## config.mk

```make
export PLATFORM = sky130hd
export DESIGN_NAME = geofence_driver
export DESIGN_NICKNAME = d
export VERILOG_FILES = /design/src/rtl/geofence_driver.sv
export SDC_FILE = /design/constraint.sdc
export NUM_CORES = 2
export LEC_CHECK = 0
export ABC_AREA = 0
export BUFFER_PORTS_ARGS = -buffer_cell sky130_fd_sc_hd__buf_2
export CAP_MARGIN = 20
export CORE_AREA = 4 4 457 459
export CTS_CLUSTER_SIZE = 10
export DETAILED_ROUTE_END_ITERATION = 10
export DIE_AREA = 0 0 461 463
export GPL_TIMING_DRIVEN = 0
export PLACE_DENSITY = 0.78
export SETUP_SLACK_MARGIN = 0.1
export SLEW_MARGIN = 20
export SYNTH_ARGS = -nofsm -noshare
export SYNTH_HDL_FRONTEND = slang
export SYNTH_SLANG_ARGS = --single-unit
```

## constraint.sdc

```tcl
create_clock -name clk -period 4 [get_ports clk]
set_input_delay 0.6 -clock clk [delete_from_list [all_inputs] [get_ports clk]]
set_output_delay 0.6 -clock clk [all_outputs]
set_load 0.05 [all_outputs]
```

## src/rtl/geofence_driver.sv

```systemverilog
// Self-test initiator for the geofence point-in-hexagon engine: replays stored
// patterns with the engine's receive timing and scores its is_inside results.
module geofence_driver #(
    parameter int NUM_PAT = 16,
    parameter int AW      = 4,
    parameter int TIMEOUT = 255
) (
    input  logic          clk,
    input  logic          reset,
    input  logic          pat_we,
    input  logic [AW+2:0] pat_addr,
    input  logic [19:0]   pat_wdata,
    input  logic          start,
    input  logic [AW:0]   num_pat,
    output logic          dut_rst,
    output logic [9:0]    X,
    output logic [9:0]    Y,
    input  logic          valid,
    input  logic          is_inside,
    output logic          busy,
    output logic          done,
    output logic [AW:0]   pass_cnt,
    output logic [AW:0]   fail_cnt,
    output logic [AW:0]   first_fail,
    output logic          timeout_err
);
    localparam int          CW        = $clog2(TIMEOUT + 1);
    localparam logic [AW:0] NUM_PAT_C = (AW+1)'(NUM_PAT);
    localparam logic [AW:0] NO_FAIL   = {(AW+1){1'b1}};

    typedef enum logic [1:0] {
        S_IDLE = 2'd0,
        S_SEND = 2'd1,
        S_WAIT = 2'd2,
        S_FIN  = 2'd3
    } state_t;

    state_t          state_q, state_d;
    logic [AW-1:0]   pat_q, pat_d;
    logic [2:0]      slot_q, slot_d;
    logic [CW-1:0]   cnt_q, cnt_d;
    logic [AW:0]     num_q, num_d;
    logic [9:0]      x_q, x_d, y_q, y_d;
    logic            dut_rst_q, dut_rst_d;
    logic            busy_q, busy_d;
    logic            done_q, done_d;
    logic [AW:0]     pass_q, pass_d;
    logic [AW:0]     fail_q, fail_d;
    logic [AW:0]     ff_q, ff_d;
    logic            tmo_q, tmo_d;

    logic [19:0]     mem_q [NUM_PAT*8];
    logic [AW+2:0]   rd_addr_s;
    logic [19:0]     rd_data_s;
    logic            exp_s;
    logic [AW:0]     num_clamp_s;
    logic            last_s;

    // Pattern store; only loaded while idle so a run always sees a stable image
    always_ff @(posedge clk) begin
        if (pat_we && (state_q == S_IDLE)) begin
            mem_q[pat_addr] <= pat_wdata;
        end
    end

    // Read address: the first object when starting, the next object while
    // waiting (it must be on X/Y at the edge valid is sampled), else the slot
    always_comb begin
        case (state_q)
            S_IDLE:  rd_addr_s = {{AW{1'b0}}, 3'd0};
            S_WAIT:  rd_addr_s = {pat_q + AW'(1), 3'd0};
            default: rd_addr_s = {pat_q, slot_q};
        endcase
    end

    assign rd_data_s   = mem_q[rd_addr_s];
    assign exp_s       = mem_q[{pat_q, 3'd7}][0];
    assign num_clamp_s = (num_pat > NUM_PAT_C) ? NUM_PAT_C : num_pat;
    assign last_s      = ({1'b0, pat_q} == (num_q - (AW+1)'(1)));

    // Next-state and output logic of the run sequencer
    always_comb begin
        state_d   = state_q;
        pat_d     = pat_q;
        slot_d    = slot_q;
        cnt_d     = cnt_q;
        num_d     = num_q;
        x_d       = x_q;
        y_d       = y_q;
        dut_rst_d = dut_rst_q;
        busy_d    = busy_q;
        done_d    = 1'b0;
        pass_d    = pass_q;
        fail_d    = fail_q;
        ff_d      = ff_q;
        tmo_d     = tmo_q;
        case (state_q)
            S_IDLE: begin
                dut_rst_d = 1'b1;
                busy_d    = 1'b0;
                if (start) begin
                    pass_d = {(AW+1){1'b0}};
                    fail_d = {(AW+1){1'b0}};
                    ff_d   = NO_FAIL;
                    tmo_d  = 1'b0;
                    if (num_clamp_s == {(AW+1){1'b0}}) begin
                        done_d = 1'b1;
                    end else begin
                        num_d     = num_clamp_s;
                        pat_d     = {AW{1'b0}};
                        x_d       = rd_data_s[19:10];
                        y_d       = rd_data_s[9:0];
                        dut_rst_d = 1'b0;
                        busy_d    = 1'b1;
                        slot_d    = 3'd1;
                        state_d   = S_SEND;
                    end
                end else begin
                    state_d = S_IDLE;
                end
            end
            S_SEND: begin
                x_d    = rd_data_s[19:10];
                y_d    = rd_data_s[9:0];
                slot_d = slot_q + 3'd1;
                if (slot_q == 3'd6) begin
                    cnt_d   = {CW{1'b0}};
                    state_d = S_WAIT;
                end else begin
                    state_d = S_SEND;
                end
            end
            S_WAIT: begin
                if (valid) begin
                    if (is_inside == exp_s) begin
                        pass_d = pass_q + (AW+1)'(1);
                    end else begin
                        fail_d = fail_q + (AW+1)'(1);
                        if (ff_q == NO_FAIL) begin
                            ff_d = {1'b0, pat_q};
                        end else begin
                            ff_d = ff_q;
                        end
                    end
                    if (last_s) begin
                        state_d = S_FIN;
                    end else begin
                        pat_d   = pat_q + AW'(1);
                        x_d     = rd_data_s[19:10];
                        y_d     = rd_data_s[9:0];
                        slot_d  = 3'd1;
                        state_d = S_SEND;
                    end
                end else if (cnt_q == CW'(TIMEOUT)) begin
                    tmo_d   = 1'b1;
                    fail_d  = fail_q + (AW+1)'(1);
                    state_d = S_FIN;
                end else begin
                    cnt_d = cnt_q + CW'(1);
                end
            end
            S_FIN: begin
                dut_rst_d = 1'b1;
                busy_d    = 1'b0;
                done_d    = 1'b1;
                state_d   = S_IDLE;
            end
            default: begin
                state_d = S_IDLE;
            end
        endcase
    end

    // Sequencer state and registered outputs; the engine reset follows reset at once
    always_ff @(posedge clk or posedge reset) begin
        if (reset) begin
            state_q   <= S_IDLE;
            pat_q     <= {AW{1'b0}};
            slot_q    <= 3'd0;
            cnt_q     <= {CW{1'b0}};
            num_q     <= {(AW+1){1'b0}};
            x_q       <= 10'd0;
            y_q       <= 10'd0;
            dut_rst_q <= 1'b1;
            busy_q    <= 1'b0;
            done_q    <= 1'b0;
            pass_q    <= {(AW+1){1'b0}};
            fail_q    <= {(AW+1){1'b0}};
            ff_q      <= NO_FAIL;
            tmo_q     <= 1'b0;
        end else begin
            state_q   <= state_d;
            pat_q     <= pat_d;
            slot_q    <= slot_d;
            cnt_q     <= cnt_d;
            num_q     <= num_d;
            x_q       <= x_d;
            y_q       <= y_d;
            dut_rst_q <= dut_rst_d;
            busy_q    <= busy_d;
            done_q    <= done_d;
            pass_q    <= pass_d;
            fail_q    <= fail_d;
            ff_q      <= ff_d;
            tmo_q     <= tmo_d;
        end
    end

    assign dut_rst     = dut_rst_q;
    assign X           = x_q;
    assign Y           = y_q;
    assign busy        = busy_q;
    assign done        = done_q;
    assign pass_cnt    = pass_q;
    assign fail_cnt    = fail_q;
    assign first_fail  = ff_q;
    assign timeout_err = tmo_q;

endmodule

```

# Word-level counts from Yosys, hierarchy flattened
# Memories as Yosys holds them, arrays and structs flattened.
# Cells that the tools add are included.
# classes
n_div	0
shift	0
n_bitwise	1
multipliers	0
n_lt_le_gt_ge	1
n_mux	60
n_eq_ne	22
add_sub_neg	6
reduce_logical	16
# ops
cell	count
2-to-1 mux 10 bit	8
one-hot mux 10 bit (3 select lines)	2
2-to-1 mux 5 bit	11
one-hot mux 5 bit (2 select lines)	3
2-to-1 mux 8 bit	3
inequality test 2 bit, second input constant	11
2-to-1 mux 4 bit	4
one-hot mux 8 bit (2 select lines)	1
AND reduction 4 bit	4
AND reduction 5 bit	3
one-hot mux 7 bit (2 select lines)	1
2-to-1 mux 2 bit	6
2-to-1 mux 3 bit	4
adder 5 x 1 -> 5 bit, second input constant	2
2-to-1 mux 1 bit	10
inequality test 3 bit, second input constant	3
one-hot mux 3 bit (3 select lines)	1
adder 8 x 1 -> 8 bit, second input constant	1
equality test 8 bit, second input constant	1
one-hot mux 1 bit (2 select lines)	4
one-hot mux 2 bit (4 select lines)	1
one-hot mux 4 bit (2 select lines)	1
nonzero test 2 bit	3
equality test 4 x 5 -> 1 bit	1
16 further kinds	17
# word_totals
mem_bits_ro	0
wordCells	121
latchBits	0
out_inout_bits	39
n_memories	1
regBits	61
ramBits	2560
# mem_list
name	words	word_bits	rd	rd_ports_with_merged_regs	write_ports	line_no	rtl
mem_q	128	20	2	0	1	52	logic [19:0] mem_q [NUM_PAT*8];

# Logic depth before layout (Yosys ltp)
# depth
depth_word	6
depth_mapped	15
depth_no_buf	9

# Least setup slack after synthesis
# OpenSTA, ideal clock, no wires.
# synth_timing
path_kind	register to register
start	reg state_q[0]
end	mem mem_q[64][0] (enable)
arrival_time_ns	3.835
t_required_ns	3.552
slack_ns	-0.283
path_stages_with_launch	9
period_less_slack_ns	4.283
cell_sequence	dfrtp_1 -> inv_1 -> ha_1 -> buf_2 -> clkbuf_1 -> clkbuf_1 -> and2_1 -> nand3_1 -> nor4_1
# synth_via
elab_chain_len	4
# synth_lines
item	line_no	rtl
start: declaration	38	state_t state_q, state_d;
start signal: assignment	192	state_q <= state_d;
logical NOT 2 bit	61	if (pat_we && (state_q == S_IDLE)) begin
logical AND 1 bit	61	
2-to-1 mux 1 bit	61	
2-to-1 mux 1 bit (not written as such)	62	mem_q[pat_addr] <= pat_wdata;
end: declaration	52	
# Every way passes these cells.

# Final worst setup path
# layout_timing
start	reg state_q[0]
end	reg y_q[6], in the netlist Y[6]
# layout_via
elab_chain_len	6
elab_cells_between_ends	16
# layout_lines
item	line_no	rtl
equality test 2 bit or logical NOT 2 bit (tied branches)	69, 97	
one-hot mux 7 bit (2 select lines)	69	case (state_q)
memory read (128 x 20 bit)	-	
2-to-1 mux 10 bit, on equally long branches	145, 106	
2-to-1 mux 10 bit, on equally long branches	134, 101	
one-hot mux 10 bit (3 select lines)	97	case (state_q)
end signal: assignment	198	y_q <= y_d;
end: declaration	43	logic [9:0] x_q, x_d, y_q, y_d;
# Several ways; a longest one is shown, not always the timed one. The select of a mux whose other input is x is not followed.
# A chain may end at the register's enable or synchronous reset.

==> impl_summary.txt <==
----------------------------------------------------
[Run status]
  Outcome ... finished with violations
  Violations in the final reports ... setup timing

[Logic synthesis]
  Predominant post-synthesis flop cell ... edfxtp_1
  Async S/R FF share, synth ... 0.0233
  Post-Synthesis Mean Instance Area ... around 16 um^2
  Mapped Nets ... ~6600
  Leading post-synthesis cells by cell area ... edfxtp_1, mux2i_1, nand2_1
  Sequential cell area fraction in the yosys report ... 0.753
  Synthesized flop and latch total ... 2621
  Post-synth EDFFs ... 2560
  Number of distinct standard cells referenced by the synthesized netlist ... 75
  Gate Count Post-Synth ... 6593
  Share of Yosys cell area claimed by the top area cell type ... 0.738
  Top cell types by occurrence after synthesis ... edfxtp_1, nand2_1, mux2i_1
  Cell accounting for the most synthesized area ... edfxtp_1
  Dominant cell by count in the synthesized netlist ... edfxtp_1
  Netlist area before placement ... roughly 100000 um^2
  Number of synthesis warnings ... 0

[STA]
  Skew final ... ~0.092 ns
  Relative slew slack ... 0.0869
  Count of endpoints failing setup in the final report ... 38
  Total count of hold-check failures in the final report ... 0
  Worst hold slack across all endpoints ... between 0.1 and 0.15 ns
  Maximum clock rate ... 243 MHz
  Final slew viol count ... 0
  Least setup slack across all paths after layout ... -0.121 ns
  Worst-margin pin slew ... around 1.4 ns
  Shortest clock period the worst path allows after layout ... slightly above 4 ns
  Period utilization ... 1.03
  RSZ-0062 raised after global routing ... yes

[Global routing]
  Overall overflow remaining after global route ... 0
  Global-route wire length before repair ... 496000 um
  Initial antenna violation count ... 19
  Maximum number of pins on one net before global-route repair ... 79
  Vias in the first global route ... 66636
  Total routing usage reported by global routing ... 0.329

[Critical path]
  Data arrival time of the critical path ... between 5 and 6 ns
  Launching element type of the critical path ... flip-flop
  Data required time of the worst path ... approximately 5 ns
  Maximum net fanout on the critical path ... 10
  Type of the setup path with the least slack ... reg -> reg
  Setup crit end kind ... flip-flop

[Place]
  Routability congestion estimate from global placement ... between 1 and 1.5
  Cell count after placement ... around 9500
  Estimated wirelength of the detail-placed design ... between 200000 and 250000 um
  Total of buffers placed on input and output ports ... 74

[Drt]
  Iter 0 DRT Violations ... about 12000
  Detailed-route wire length ... about 360000 um
  Routed len/inst ... around 36 um
  DRT Pass-1 Iters ... 10
  Number of vias after detailed routing ... 69015
  Number of nets with antenna violations after detailed routing ... 0
  Via density ... slightly below 7
  Number of remaining DRC errors ... 0

[CTS]
  CTS tree ... done
  Deepest level of the CTS H-tree ... 5
  Clock slew at reported path FFs ... 0.06 ns
  Skew-Pair Late Insertion Delay ... a little under 1 ns
  Cell at the root of the clock tree ... clkbuf_16
  CTS buffer count ... about 320
  Total number of clock tree sinks ... approximately 2600
  Max Buffers Root-to-Sink ... 4

[Power and ir drop]
  Sw Share ... 0.349
  IR drop worst, VDD ... approximately 0.44 mV
  Proportion of power drawn by the clock network ... 0.316
  Internal power ... between 50000 and 60000 uW
  Pwr Density ... 640 nW/um^2
  Leakage power figure ... around 0.04 uW
  Sequential group share of total power ... 0.390
  Part of the total power dissipated in combinational logic ... 0.295
  Switching Power ... ~28000 uW

[Die]
  Die boundary width ... about 460 um
  Std-Cell Rows ... between 150 and 200
  Floorplan die area ... between 200000 and 250000 um^2
  Starting Density ... 0.510
  Number of I/O pins ... 77
  Die Span Y ... ~460 um
  Area of the core ... 204000 um^2

[Layout]
  Total number of nets in the final design ... 7185
  Fraction of layout cells with a size suffix above 1 ... 0.202
  Post-synthesis to final-layout area growth ... 18.1%
  Final instance count without filler cells ... slightly below 10000

[Hold path]
  Type of the tightest min-delay check ... in -> reg

[Job]
  Max-capacitance violation count ... 0

----------------------------------------------------
through the flow:
step           total power [uW]  instance area (um^2)  setup TNS, ns   util  setup WS [ns]
2_1_floorplan             41700                104000              0      -          0.548
3_3_place_gp              50400                108000       -4500.63  0.528          -2.76
3_5_place_dp              51000                111000       -2329.63  0.541          -2.01
4_1_cts                   77100                122000        -0.0412  0.598        -0.0140
5_1_grt                   79900                123000        -0.0574  0.602        -0.0374
6_report                  78700                123000         -0.717  0.602         -0.121
layout by cell type (no fill, tap or decap), drive strengths merged, types with 42 or more instances in the layout:
master	instances
a22oi	42
mux2	101
clkbuf	673
a211oi	232
a31oi	78
nor3	109
edfxtp	2560
a221oi	195
nor4	85
nand2	694
o21ai	84
a21oi	293
a311oi	100
dfrtp	55
nor2	203
o22ai	61
o32ai	62
and2	126
nand3	103
buf	383
mux2i	612
power groups by stage:
stage                     clock, uW  sequential [uW]  combinational, uW
after floorplan                   0            31500              10200
after global placement            0            31200              19100
after detailed placement          0            31200              19800
after CTS                     24800            30600              21600
after global routing          26000            30600              23300
final                         24900            30700              23200
critical path, stage by stage (launching register included):
cell and delay (ns):
dfrtp_2 0.45, inv_1 0.18, ha_4 0.24, buf_8 0.23
or3b_4 0.22, buf_4 0.26, buf_6 0.28, clkbuf_2 0.29
nand2_1 0.09, a22oi_1 0.26, a211oi_2 0.18, o31ai_4 0.78
nand3_2 0.29, a31oi_1 0.23
cell families (layout without fill, tap and decap cells):
group / Yosys count / after routing / synth area share
compound gates: 1296 / 1296 / 0.0889
xor+xnor: 14 / 14 / 0.00125
fa+ha+maj: 12 / 12 / 0.00144
buf+inv: 504 / 1097 / 0.0205
flops: 2621 / 2621 / 0.753
mux: 719 / 719 / 0.0710
other cells: 0 / 19 / 0
simple gates: 1427 / 1451 / 0.0642
cell type report:
type | instances | area (um^2)
sequential | 2621 | 78400
tap | 2688 | 3360
antenna | 19 | 47.5
fill | 14244 | 81300
inverter | 17 | 67.6
timing repair buffer | 203 | 2530
buffer | 485 | 2850
clock buffer | 378 | 8310
clock inverter | 14 | 166
multi-input combinational | 3492 | 27300
registers in the layout, summed over array words and instances (netlist names), 2 cells and up:
| signal | cells |
|---|---|
| mem_q | 2560 |
| X | 10 |
| Y | 10 |
| cnt_q | 8 |
| fail_cnt | 5 |
| first_fail | 5 |
| num_q | 5 |
| pass_cnt | 5 |
| pat_q | 4 |
| slot_q | 3 |
| state_q | 2 |
final timing paths:
check / slack, ns / end / startpoint / cells after the start
max: -0.12 / Y[6] / state_q[0] / 13
min: 0.11 / done / num_pat[0] / 6
max reg2reg: -0.12 / Y[6] / state_q[0] / 13
min reg2reg: 0.48 / dut_rst / dut_rst / 2
max in group asynchronous: 3.25 / X[8] / reset / 4
min in group asynchronous: 0.14 / pass_cnt[4] / reset / 3
per-layer routing:
metal / part of all wire / GRT usage
met1: 0.33 / 0.414
met2: 0.44 / 0.488
met3: 0.14 / 0.105
met4: 0.085 / 0.226
met5: 0.00013 / 0
timing repair:
| item | CTS | global route |
|---|---|---|
| setup endpoints to repair | 2599 | 916 |
| hold buffers | 8 | 0 |
| setup buffers | 14 | 4 |
| endpoints found under the hold margin | 60 | 0 |
| pin swaps | 64 | 21 |
| gates cloned | 21 | 3 |
| resized for setup | 673 | 182 |
No activity file was read; power rests on OpenSTA's default activity.
